## src/rtl/pc_recovery_ctrl.sv

```systemverilog
`default_nettype none
// ============================================================================
// Module      : pc_recovery_ctrl
// Description : Hold/redirect control source for the PC unit. Arbitrates
//               pipeline stalls, resolved branch redirects and fault-recovery
//               rollbacks to the instruction after the last commit. Halts the
//               core after MAX_RETRY rollbacks without forward progress.
// Ports       : clk, reset (async, active-low)
//               pc                 - current PC fed back from the PC unit
//               stall_req          - pipeline stall request
//               branch_taken/target- resolved taken branch and its target
//               commit_valid/pc    - retired instruction and its PC
//               fault_detect       - fault flagged on an in-flight instruction
//               pc_hold            - freeze PC (combinational)
//               pc_redirect/flush  - one-cycle redirect pulse and flush
//               redirect_addr      - redirect target (holds last value)
//               fault_halt         - sticky halt indication
//               retry_count        - rollbacks since the last commit
// Revision    : 1.0 - initial release
// ============================================================================
module pc_recovery_ctrl #(
    parameter logic [31:0] RESET_VECTOR = 32'h0000_0000,
    parameter int unsigned DRAIN_CYCLES = 2,
    parameter int unsigned MAX_RETRY    = 3
) (
    input  logic        clk,
    input  logic        reset,
    input  logic [31:0] pc,
    input  logic        stall_req,
    input  logic        branch_taken,
    input  logic [31:0] branch_target,
    input  logic        commit_valid,
    input  logic [31:0] commit_pc,
    input  logic        fault_detect,
    output logic        pc_hold,
    output logic        pc_redirect,
    output logic [31:0] redirect_addr,
    output logic        flush,
    output logic        fault_halt,
    output logic [1:0]  retry_count
);

    typedef enum logic [1:0] {
        ST_RUN      = 2'd0,
        ST_DRAIN    = 2'd1,
        ST_ROLLBACK = 2'd2,
        ST_HALT     = 2'd3
    } state_t;

    localparam logic [3:0] c_DRAIN_LOAD = 4'(DRAIN_CYCLES - 1);
    localparam logic [1:0] c_MAX_RETRY  = 2'(MAX_RETRY);

    state_t      r_state;
    logic [31:0] r_checkpoint;
    logic [3:0]  r_drain_cnt;
    // Verify flag and the address that the previous cycle's redirect loaded.
    // The address is captured separately so that a back-to-back redirect,
    // which already updates redirect_addr, does not corrupt the check.
    logic        r_verify;
    logic [31:0] r_verify_addr;

    logic w_branch_ok;
    logic w_misaligned;
    logic w_verify_fail;
    logic w_fault;

    assign w_branch_ok   = branch_taken & (branch_target[1:0] == 2'b00);
    assign w_misaligned  = branch_taken & (branch_target[1:0] != 2'b00);
    assign w_verify_fail = r_verify & (pc != r_verify_addr);
    assign w_fault       = fault_detect | w_misaligned | w_verify_fail;

    // A pending redirect always wins over a stall so the PC load is not lost.
    always_comb begin
        pc_hold = 1'b0;
        if (reset) begin
            case (r_state)
                ST_RUN:      pc_hold = stall_req & ~pc_redirect;
                ST_DRAIN:    pc_hold = 1'b1;
                ST_ROLLBACK: pc_hold = 1'b0;
                ST_HALT:     pc_hold = 1'b1;
                default:     pc_hold = 1'b0;
            endcase
        end
    end

    always_ff @(posedge clk or negedge reset) begin
        if (!reset) begin
            r_state       <= ST_RUN;
            r_checkpoint  <= RESET_VECTOR;
            r_drain_cnt   <= 4'd0;
            r_verify      <= 1'b0;
            r_verify_addr <= RESET_VECTOR;
            pc_redirect   <= 1'b0;
            flush         <= 1'b0;
            redirect_addr <= RESET_VECTOR;
            fault_halt    <= 1'b0;
            retry_count   <= 2'd0;
        end else begin
            r_verify      <= pc_redirect;
            r_verify_addr <= redirect_addr;
            pc_redirect   <= 1'b0;
            flush         <= 1'b0;
            case (r_state)
                ST_RUN: begin
                    if (commit_valid) begin
                        r_checkpoint <= commit_pc + 32'd4;
                    end
                    if (w_fault) begin
                        if (retry_count == c_MAX_RETRY) begin
                            r_state    <= ST_HALT;
                            fault_halt <= 1'b1;
                        end else begin
                            // Increment wins over a same-cycle commit clear.
                            retry_count <= retry_count + 2'd1;
                            r_drain_cnt <= c_DRAIN_LOAD;
                            r_state     <= ST_DRAIN;
                        end
                    end else begin
                        if (commit_valid) begin
                            retry_count <= 2'd0;
                        end
                        if (w_branch_ok) begin
                            pc_redirect   <= 1'b1;
                            flush         <= 1'b1;
                            redirect_addr <= branch_target;
                        end
                    end
                end
                ST_DRAIN: begin
                    if (r_drain_cnt == 4'd0) begin
                        r_state       <= ST_ROLLBACK;
                        pc_redirect   <= 1'b1;
                        flush         <= 1'b1;
                        redirect_addr <= r_checkpoint;
                    end else begin
                        r_drain_cnt <= r_drain_cnt - 4'd1;
                    end
                end
                ST_ROLLBACK: begin
                    r_state <= ST_RUN;
                end
                ST_HALT: begin
                    r_state <= ST_HALT;
                end
                default: begin
                    r_state <= ST_RUN;
                end
            endcase
        end
    end

endmodule
`default_nettype wire
```

## config.mk

```make
export PLATFORM = sky130hd
export DESIGN_NAME = pc_recovery_ctrl
export DESIGN_NICKNAME = d
export VERILOG_FILES = /design/src/rtl/pc_recovery_ctrl.sv
export SDC_FILE = /design/constraint.sdc
export NUM_CORES = 1
export LEC_CHECK = 0
export ABC_CLOCK_PERIOD_IN_PS = 3900
export CORE_MARGIN = 5
export CORE_UTILIZATION = 52
export DETAILED_ROUTE_END_ITERATION = 6
export GPL_TIMING_DRIVEN = 1
export HOLD_SLACK_MARGIN = 0.1
export PLACE_DENSITY_LB_ADDON = 0.05
export SLEW_MARGIN = 20
export SYNTH_ARGS = -nofsm -noshare
export SYNTH_HDL_FRONTEND = slang
export SYNTH_SLANG_ARGS = --single-unit
```

## constraint.sdc

```tcl
create_clock -name clk -period 3.9 [get_ports clk]
set_clock_uncertainty 0.1 [all_clocks]
set_input_delay 1.17 -clock clk [delete_from_list [all_inputs] [get_ports clk]]
set_output_delay 1.17 -clock clk [all_outputs]
set_load 0.02 [all_outputs]
```

=== Word-level counts from Yosys, hierarchy flattened ===
Cells that the tools add are included.

* $add $sub $neg: 3
* Eq/ne operators: 12
* Muxes and demuxes: 21
* Bitwise gates (word level): 7
* Reductions and logical operators: 13

{| class="wikitable"
|+ Operators with widths
! operator !! count
|-
| $mux W32 || 3
|-
| $pmux W32 S2 || 1
|-
| $add A32 B3 Y32 const B || 1
|-
| $ne A32 B32 Y1 || 1
|-
| $ne A2 B2 Y1 const B || 7
|-
| $mux W2 || 6
|-
| $mux W4 || 3
|-
| $pmux W2 S4 || 1
|-
| $pmux W4 S2 || 1
|-
| $reduce_and A4 Y1 || 2
|-
| $eq A2 B2 Y1 const B || 3
|-
| $reduce_and A3 Y1 || 2
|-
| $reduce_bool A2 Y1 || 3
|-
| $and A1 B1 Y1 || 4
|-
| $logic_not A2 Y1 || 2
|-
| $logic_not A4 Y1 || 1
|-
| $mux W1 || 4
|-
| $reduce_and A2 Y1 || 2
|-
| $sub A4 B1 Y4 const B || 1
|-
| $pmux W1 S3 || 1
|-
| $add A2 B1 Y2 const B || 1
|-
| $eq A2 B1 Y1 const B || 1
|-
| $or A1 B1 Y1 || 2
|-
| $pmux W1 S2 || 1
|-
| other kinds (2) || 2
|}

* Register bits: 107
* Input port bits: 102
* Output and inout bits: 38
* Word-level logic and storage cells: 65

=== Logic depth before layout (Yosys ltp) ===
Gate-level depths: netlist of the first run.

* Depth in word-level cells: 6
* Mapped depth: 9
* Gate-level depth less buffers: 8

=== Worst setup path before layout of the first run ===
No wires, ideal clock.

* Kind: in2out
* Start: input port stall_req
* End: output port pc_hold
* Data arrival time: 1,519 ps
* Required time: 2,630 ps
* Setup slack: 1,111 ps
* Cell stages on the path: 3
* Path buffers: 0
* Cells stage by stage: nand3b_1 > o21ai_0 > and2_1

* Word-level cells in the longest chain between the ends: 3

{| class="wikitable"
|+ Ends and longest elaborated chain
! what !! line !! source
|-
| from (decl) || 29 || <nowiki>input logic stall_req,</nowiki>
|-
| $and A1 B1 Y1 || 77 || <nowiki>ST_RUN: pc_hold = stall_req & ~pc_redirect;</nowiki>
|-
| $pmux W1 S3 || 76 || <nowiki>case (r_state)</nowiki>
|-
| $mux W1 || 75 || <nowiki>if (reset) begin</nowiki>
|-
| to (decl) || 35 || <nowiki>output logic pc_hold,</nowiki>
|}

No other way between the ends.

=== Worst setup path in the final report of the first run ===
Ends and elaborated chain as after synthesis.

==> flow_summary.json, run 1 <==
{
  "nets": 710,
  "io_buffers": 139,
  "yosys_warnings": 0,
  "hold_start": "redirect_addr[0]",
  "place_congestion": 0.863,
  "totalWireLength_um": 12800,
  "vias": 3873,
  "dr.pass1.iters": 4,
  "fin_setup_tns_ns": 0,
  "crit_buf_inv": 2,
  "fin_crit_sh_pct": 96.1,
  "clk_latency_ns": 0.36,
  "min_to": "r_verify_addr[0]",
  "die_h_um": 110,
  "grt_pass1_vias": 4000,
  "placementRows": 36,
  "holdCritPathClass": "register to register",
  "worstSetupEndpointType": "primary output",
  "async_reset_ff_share_pct": 100,
  "holdWs_ns": 0.301,
  "grt-ovfl-total": 0,
  "reg2reg_to": "redirect_addr[12]",
  "track_usage_pct": 22.1,
  "drive_gt1_share_pct": 17.2,
  "cts_tree": "built",
  "path_common_cell": "clkdlybuf4s50_1",
  "antenna_found_initial": 0,
  "cp_top_family": "buffers and inverters",
  "seq_area_frac_synth_pct": 51.9,
  "cts_resized": 0,
  "yosysMostFrequentCell": "dfrtp_1",
  "fin_area_um2": 6950,
  "netlist_instances": 451,
  "synth-main-ff-cell": "dfrtp_1",
  "h-tree-depth": 3,
  "start_util_pct": 53.0,
  "synth-seq-cells": 107,
  "ios": 140,
  "postCtsSetupRepairBufs": 0,
  "placed_cell_area_um2": 6770,
  "cts.sinks": 107,
  "netlist_top_cells_count": "107 x dfrtp_1, 67 x mux2_2, 46 x nand2_1",
  "power.leakage_nw": 3.16,
  "grt_max_degree": 72,
  "layout_setup_ws_ns": 0.151,
  "area_growth_pct": 34.8,
  "maxSlewHeadroom_pct": 41.5,
  "path_max_fanout": 1,
  "worstRegToRegCells": 9,
  "cp.arrival_ns": 2.48,
  "hold_viol_final": 0,
  "clkSlewWorstSetupHoldPaths_ns": 0.09,
  "synthDistinctLibCells": 43,
  "synth_area_um2": 5160,
  "p_total_mw": 1.94,
  "cts-hold-fix-buffers": 0,
  "hold_depth": 0,
  "coreArea_um2": 9730,
  "status": "complete, no violations",
  "ant_nets": 0,
  "rsz0062_at_grt": "false",
  "worst_slew_pin_slew_ns": 0.878,
  "drc": 0,
  "drt_iter0_markers": 130,
  "via_per_inst": 5.25,
  "max_freq_mhz": 267,
  "crit_type": "input pin to primary output",
  "wire_per_inst_um": 17.3,
  "synth_edf_count": 0,
  "cts_buffers": 9,
  "r2r-start": "r_state[1]",
  "root_buffer": "clkbuf_8",
  "synth_nets": 561,
  "crit_path_max_incr_delay_ns": 0.59,
  "peakVddDrop_mv": 0.152,
  "cp_slowest_cell": "clkdlybuf4s50_1",
  "synthTopCellsByArea": "dfrtp_1 52%, mux2_2 15%, xor2_1 7.0%",
  "setup_viol": 0,
  "cp-start-kind": "input pin",
  "cts.path.max_buffers": 2,
  "r2r_slack_ns": 0.81,
  "drv_slew": 0,
  "synth_top_cell_by_area": "dfrtp_1",
  "min_period_ns": 3.75,
  "required_ns": 2.63,
  "grt_pass1_wl_um": 20200,
  "synth_top_area_share_pct": 51.9,
  "avgSynthCellArea_um2": 11.4,
  "die_w_um": 110,
  "antenna_cells": 0,
  "path_cells": "clkdlybuf4s50_1 > nand3b_1 > o21ai_0 > and2_1 > clkdlybuf4s50_1",
  "place_hpwl_um": 9850,
  "max_cap_viol_count": 0,
  "pre_cts_ws_ns": 0.138,
  "dieArea_um2": 12000,
  "powerDensity_nw_per_um2": 280
}
==> layer usage <==
layer  track usage (%)  routed length (um)  vias up
li1                  -                   -     1862
met1              29.4                5580     1879
met2              36.4                6230      116
met3              4.23                 739       16
met4              7.30                 214        0
met5                 0                   0        -
==> per-stage QoR <==
step	utilization, %	instances
final	71.4	738
after global routing	71.4	738
after CTS	71.4	738
after detailed placement	69.6	722
after global placement	69.6	722
after floorplan	-	451
==> layout by cell type (no fill, tap or decap), types with 2 or more instances in the layout <==
cell / count
clkdlybuf4s50_1: 138
dfrtp_1: 107
mux2_2: 67
nand2_1: 45
xor2_1: 41
o21ai_0: 33
nor2_1: 19
xnor2_1: 19
nand3_1: 16
buf_4: 13
inv_1: 12
nor4_1: 10
clkbuf_8: 9
ha_1: 7
nand4_1: 5
and3_1: 5
nor3_1: 5
a21oi_1: 5
nand2b_1: 5
clkinv_4: 4
o211ai_1: 3
o311ai_0: 3
nor2b_1: 2
and4_1: 2
mux2_1: 2
a21o_1: 2
a31oi_1: 2
mux2i_1: 2
buf_12: 2
==> layout make-up <==
type,count,area [um^2]
multi-input combinational,317,2360
fill,753,2780
sequential,107,2680
timing repair buffer,153,1520
clock inverter,6,51.3
clock buffer,10,128
tap,133,166
inverter,12,45.0
==> cell families after synthesis <==
family / Yosys count / share of synthesized area, %
fa+ha+maj: 8 / 1.94
compound gates: 56 / 6.45
buf+inv: 27 / 2.48
mux: 71 / 15.5
xor+xnor: 60 / 10.2
simple gates: 122 / 11.6
flops: 107 / 51.9
==> where the power goes <==
| group | leakage, nW | internal, mW | switching (mW) |
|---|---|---|---|
| logic | 1.61 | 0.127 | 0.0800 |
| registers | 1.46 | 1.11 | 0.00000000251 |
| clock network | 0.0923 | 0.241 | 0.389 |
| total | 3.16 | 1.48 | 0.469 |
==> sequential cells by signal, indices dropped and copies added, names as in the netlist <==
register       flops
r_state            2
r_verify_addr     32
r_checkpoint      32
r_drain_cnt        4
fault_halt         1
retry_count        2
r_verify           1
redirect_addr     32
flush              1
==> how the worst max path moves through the flow <==
| stage | from | to | slack (ns) | cells after the start |
|---|---|---|---|---|
| detailed placement | stall_req | pc_hold | 0.14 | 5 |
| finish | stall_req | pc_hold | 0.15 | 5 |
| global route | stall_req | pc_hold | 0.04 | 5 |
| global placement | stall_req | pc_hold | 0.14 | 5 |
| floorplan | stall_req | pc_hold | 1.11 | 3 |
| CTS | stall_req | pc_hold | 0.13 | 5 |
Note: power is estimated with default switching activity, not from simulation.
==> run 2, diff against run 1 <==
--- a/constraint.sdc
+++ b/constraint.sdc
@@ -4,2 +4,2 @@
 set_output_delay 1.17 -clock clk [all_outputs]
-set_load 0.02 [all_outputs]
+set_load 0.1 [all_outputs]
==> flow_summary.json, run 2 (same netlist as run 1, synthesis figures left out) <==
{
  "dr.pass1.iters": 4,
  "reg2reg_to": "redirect_addr[17]",
  "clkSlewWorstSetupHoldPaths_ns": 0.10,
  "track_usage_pct": 22.0,
  "holdCritPathClass": "register to register",
  "status": "complete, no violations",
  "power.leakage_nw": 3.23,
  "antenna_found_initial": 0,
  "totalWireLength_um": 12600,
  "via_per_inst": 5.25,
  "fin_cells": 737,
  "cp.arrival_ns": 2.13,
  "seq_power_share_pct": 57.4,
  "vias": 3870,
  "place_congestion": 0.868,
  "r2r_slack_ns": 1.30,
  "grt-ovfl-total": 0,
  "register_area_um2": 2680,
  "min_to": "r_verify_addr[21]",
  "swShare_pct": 23.9,
  "grt_pass1_vias": 3938,
  "max_cap_viol_count": 0,
  "min_period_ns": 3.40,
  "place_hpwl_um": 9730,
  "hold_viol_final": 0,
  "worst_slew_pin_slew_ns": 0.719,
  "drc": 0,
  "cts.sinks": 107,
  "power_frac_clock_pct": 31.7,
  "worstRegToRegCells": 8,
  "nets": 710,
  "power_frac_comb_pct": 10.9,
  "switching_power_uw": 462,
  "drive_gt1_share_pct": 23.3,
  "dieArea_um2": 12000,
  "grt_max_degree": 81,
  "rsz0062_at_grt": "false",
  "fin_setup_tns_ns": 0,
  "worstSetupEndpointType": "primary output",
  "ant_nets": 0,
  "fillers": 792,
  "fin_crit_sh_pct": 87.1,
  "powerDensity_nw_per_um2": 282,
  "required_ns": 2.63,
  "die_w_um": 110,
  "crit_type": "input pin to primary output",
  "multi_input_area_um2": 2360,
  "r2r-start": "r_state[1]",
  "reg_top3": "r_checkpoint: 32 flops, r_verify_addr: 32 flops, redirect_addr: 32 flops",
  "path_max_fanout": 1,
  "hold_depth": 0,
  "cp-start-kind": "input pin",
  "cts.path.max_buffers": 2,
  "io_buffers": 139,
  "cts-hold-fix-buffers": 0,
  "die_h_um": 110,
  "final_common_cell": "dfrtp_1",
  "placed_cells": 722,
  "antenna_cells": 0,
  "p_int_mw": 1.47,
  "cts_resized": 0,
  "hold_start": "redirect_addr[21]",
  "root_buffer": "clkbuf_8",
  "start_util_pct": 53.0,
  "drt_iter0_markers": 129,
  "postCtsSetupRepairBufs": 0,
  "ios": 140,
  "final_core_util_pct": 70.5,
  "area_growth_pct": 33.0,
  "layout_common_cells": "107 x dfrtp_1, 100 x clkdlybuf4s50_1, 67 x mux2_2, 49 x buf_4, 45 x nand2_1",
  "grt_pass1_wl_um": 20100,
  "drv_slew": 0,
  "cts_buffers": 9,
  "wire_per_inst_um": 17.1,
  "peakVddDrop_mv": 0.155,
  "placementRows": 36,
  "maxSlewHeadroom_pct": 52.0,
  "cts_tree": "built",
  "setup_viol": 0,
  "coreArea_um2": 9730,
  "clk_latency_ns": 0.37,
  "h-tree-depth": 3,
  "max_freq_mhz": 294
}
==> run 2: final cells by class <==
type                       count  area share [%]
inverter                      12           0.657
timing repair buffer         153            21.0
clock inverter                 5           0.565
clock buffer                  10            1.86
multi-input combinational    317            34.5
sequential                   107            39.0
tap                          133            2.43
==> run 2: critical path, stage by stage <==
cell and delay, ns:
clkdlybuf4s50_1 0.46, nand3b_1 0.07, o21ai_0 0.06, and2_1 0.18
buf_12 0.18
==> run 2: worst max path at each step <==
| stage | startpoint | to | slack, ns | cells after the start |
|---|---|---|---|---|
| global route | stall_req | pc_hold | 0.42 | 5 |
| CTS | stall_req | pc_hold | 0.50 | 5 |
| detailed placement | pc[11] | redirect_addr[30] | 0.31 | 9 |
| finish | stall_req | pc_hold | 0.50 | 5 |
| floorplan | stall_req | pc_hold | 0.58 | 3 |
| global placement | pc[11] | redirect_addr[30] | 0.34 | 9 |
==> run 2: layer usage <==
metal / GRT usage (%) / wire length, um / part of all wire (%) / vias to the layer above
met5: 0 / 0 / 0 / -
met4: 7.39 / 181 / 1.4 / 0
met3: 4.87 / 843 / 6.7 / 15
met2: 35.0 / 6050 / 48 / 125
met1: 29.9 / 5560 / 44 / 1858
li1: - / - / - / 1872
==> run 2: per-stage QoR <==
stage          setup WS, ns  cell area (um^2)  total power, mW  hold WS, ns
2_1_floorplan         0.582              5160             1.19        0.344
3_3_place_gp          0.336              6690             1.34        0.282
3_5_place_dp          0.310              6690             1.34        0.288
4_1_cts               0.504              6860             1.95        0.300
5_1_grt               0.422              6860             2.01        0.308
6_report              0.504              6860             1.93        0.299
==> run 2: power groups by stage <==
stage / clock (mW) / sequential, mW / combinational [mW]
floorplan: 0 / 1.13 / 0.0550
global placement: 0 / 1.13 / 0.210
detailed placement: 0 / 1.13 / 0.212
CTS: 0.628 / 1.11 / 0.213
global route: 0.675 / 1.11 / 0.229
finish: 0.612 / 1.11 / 0.211
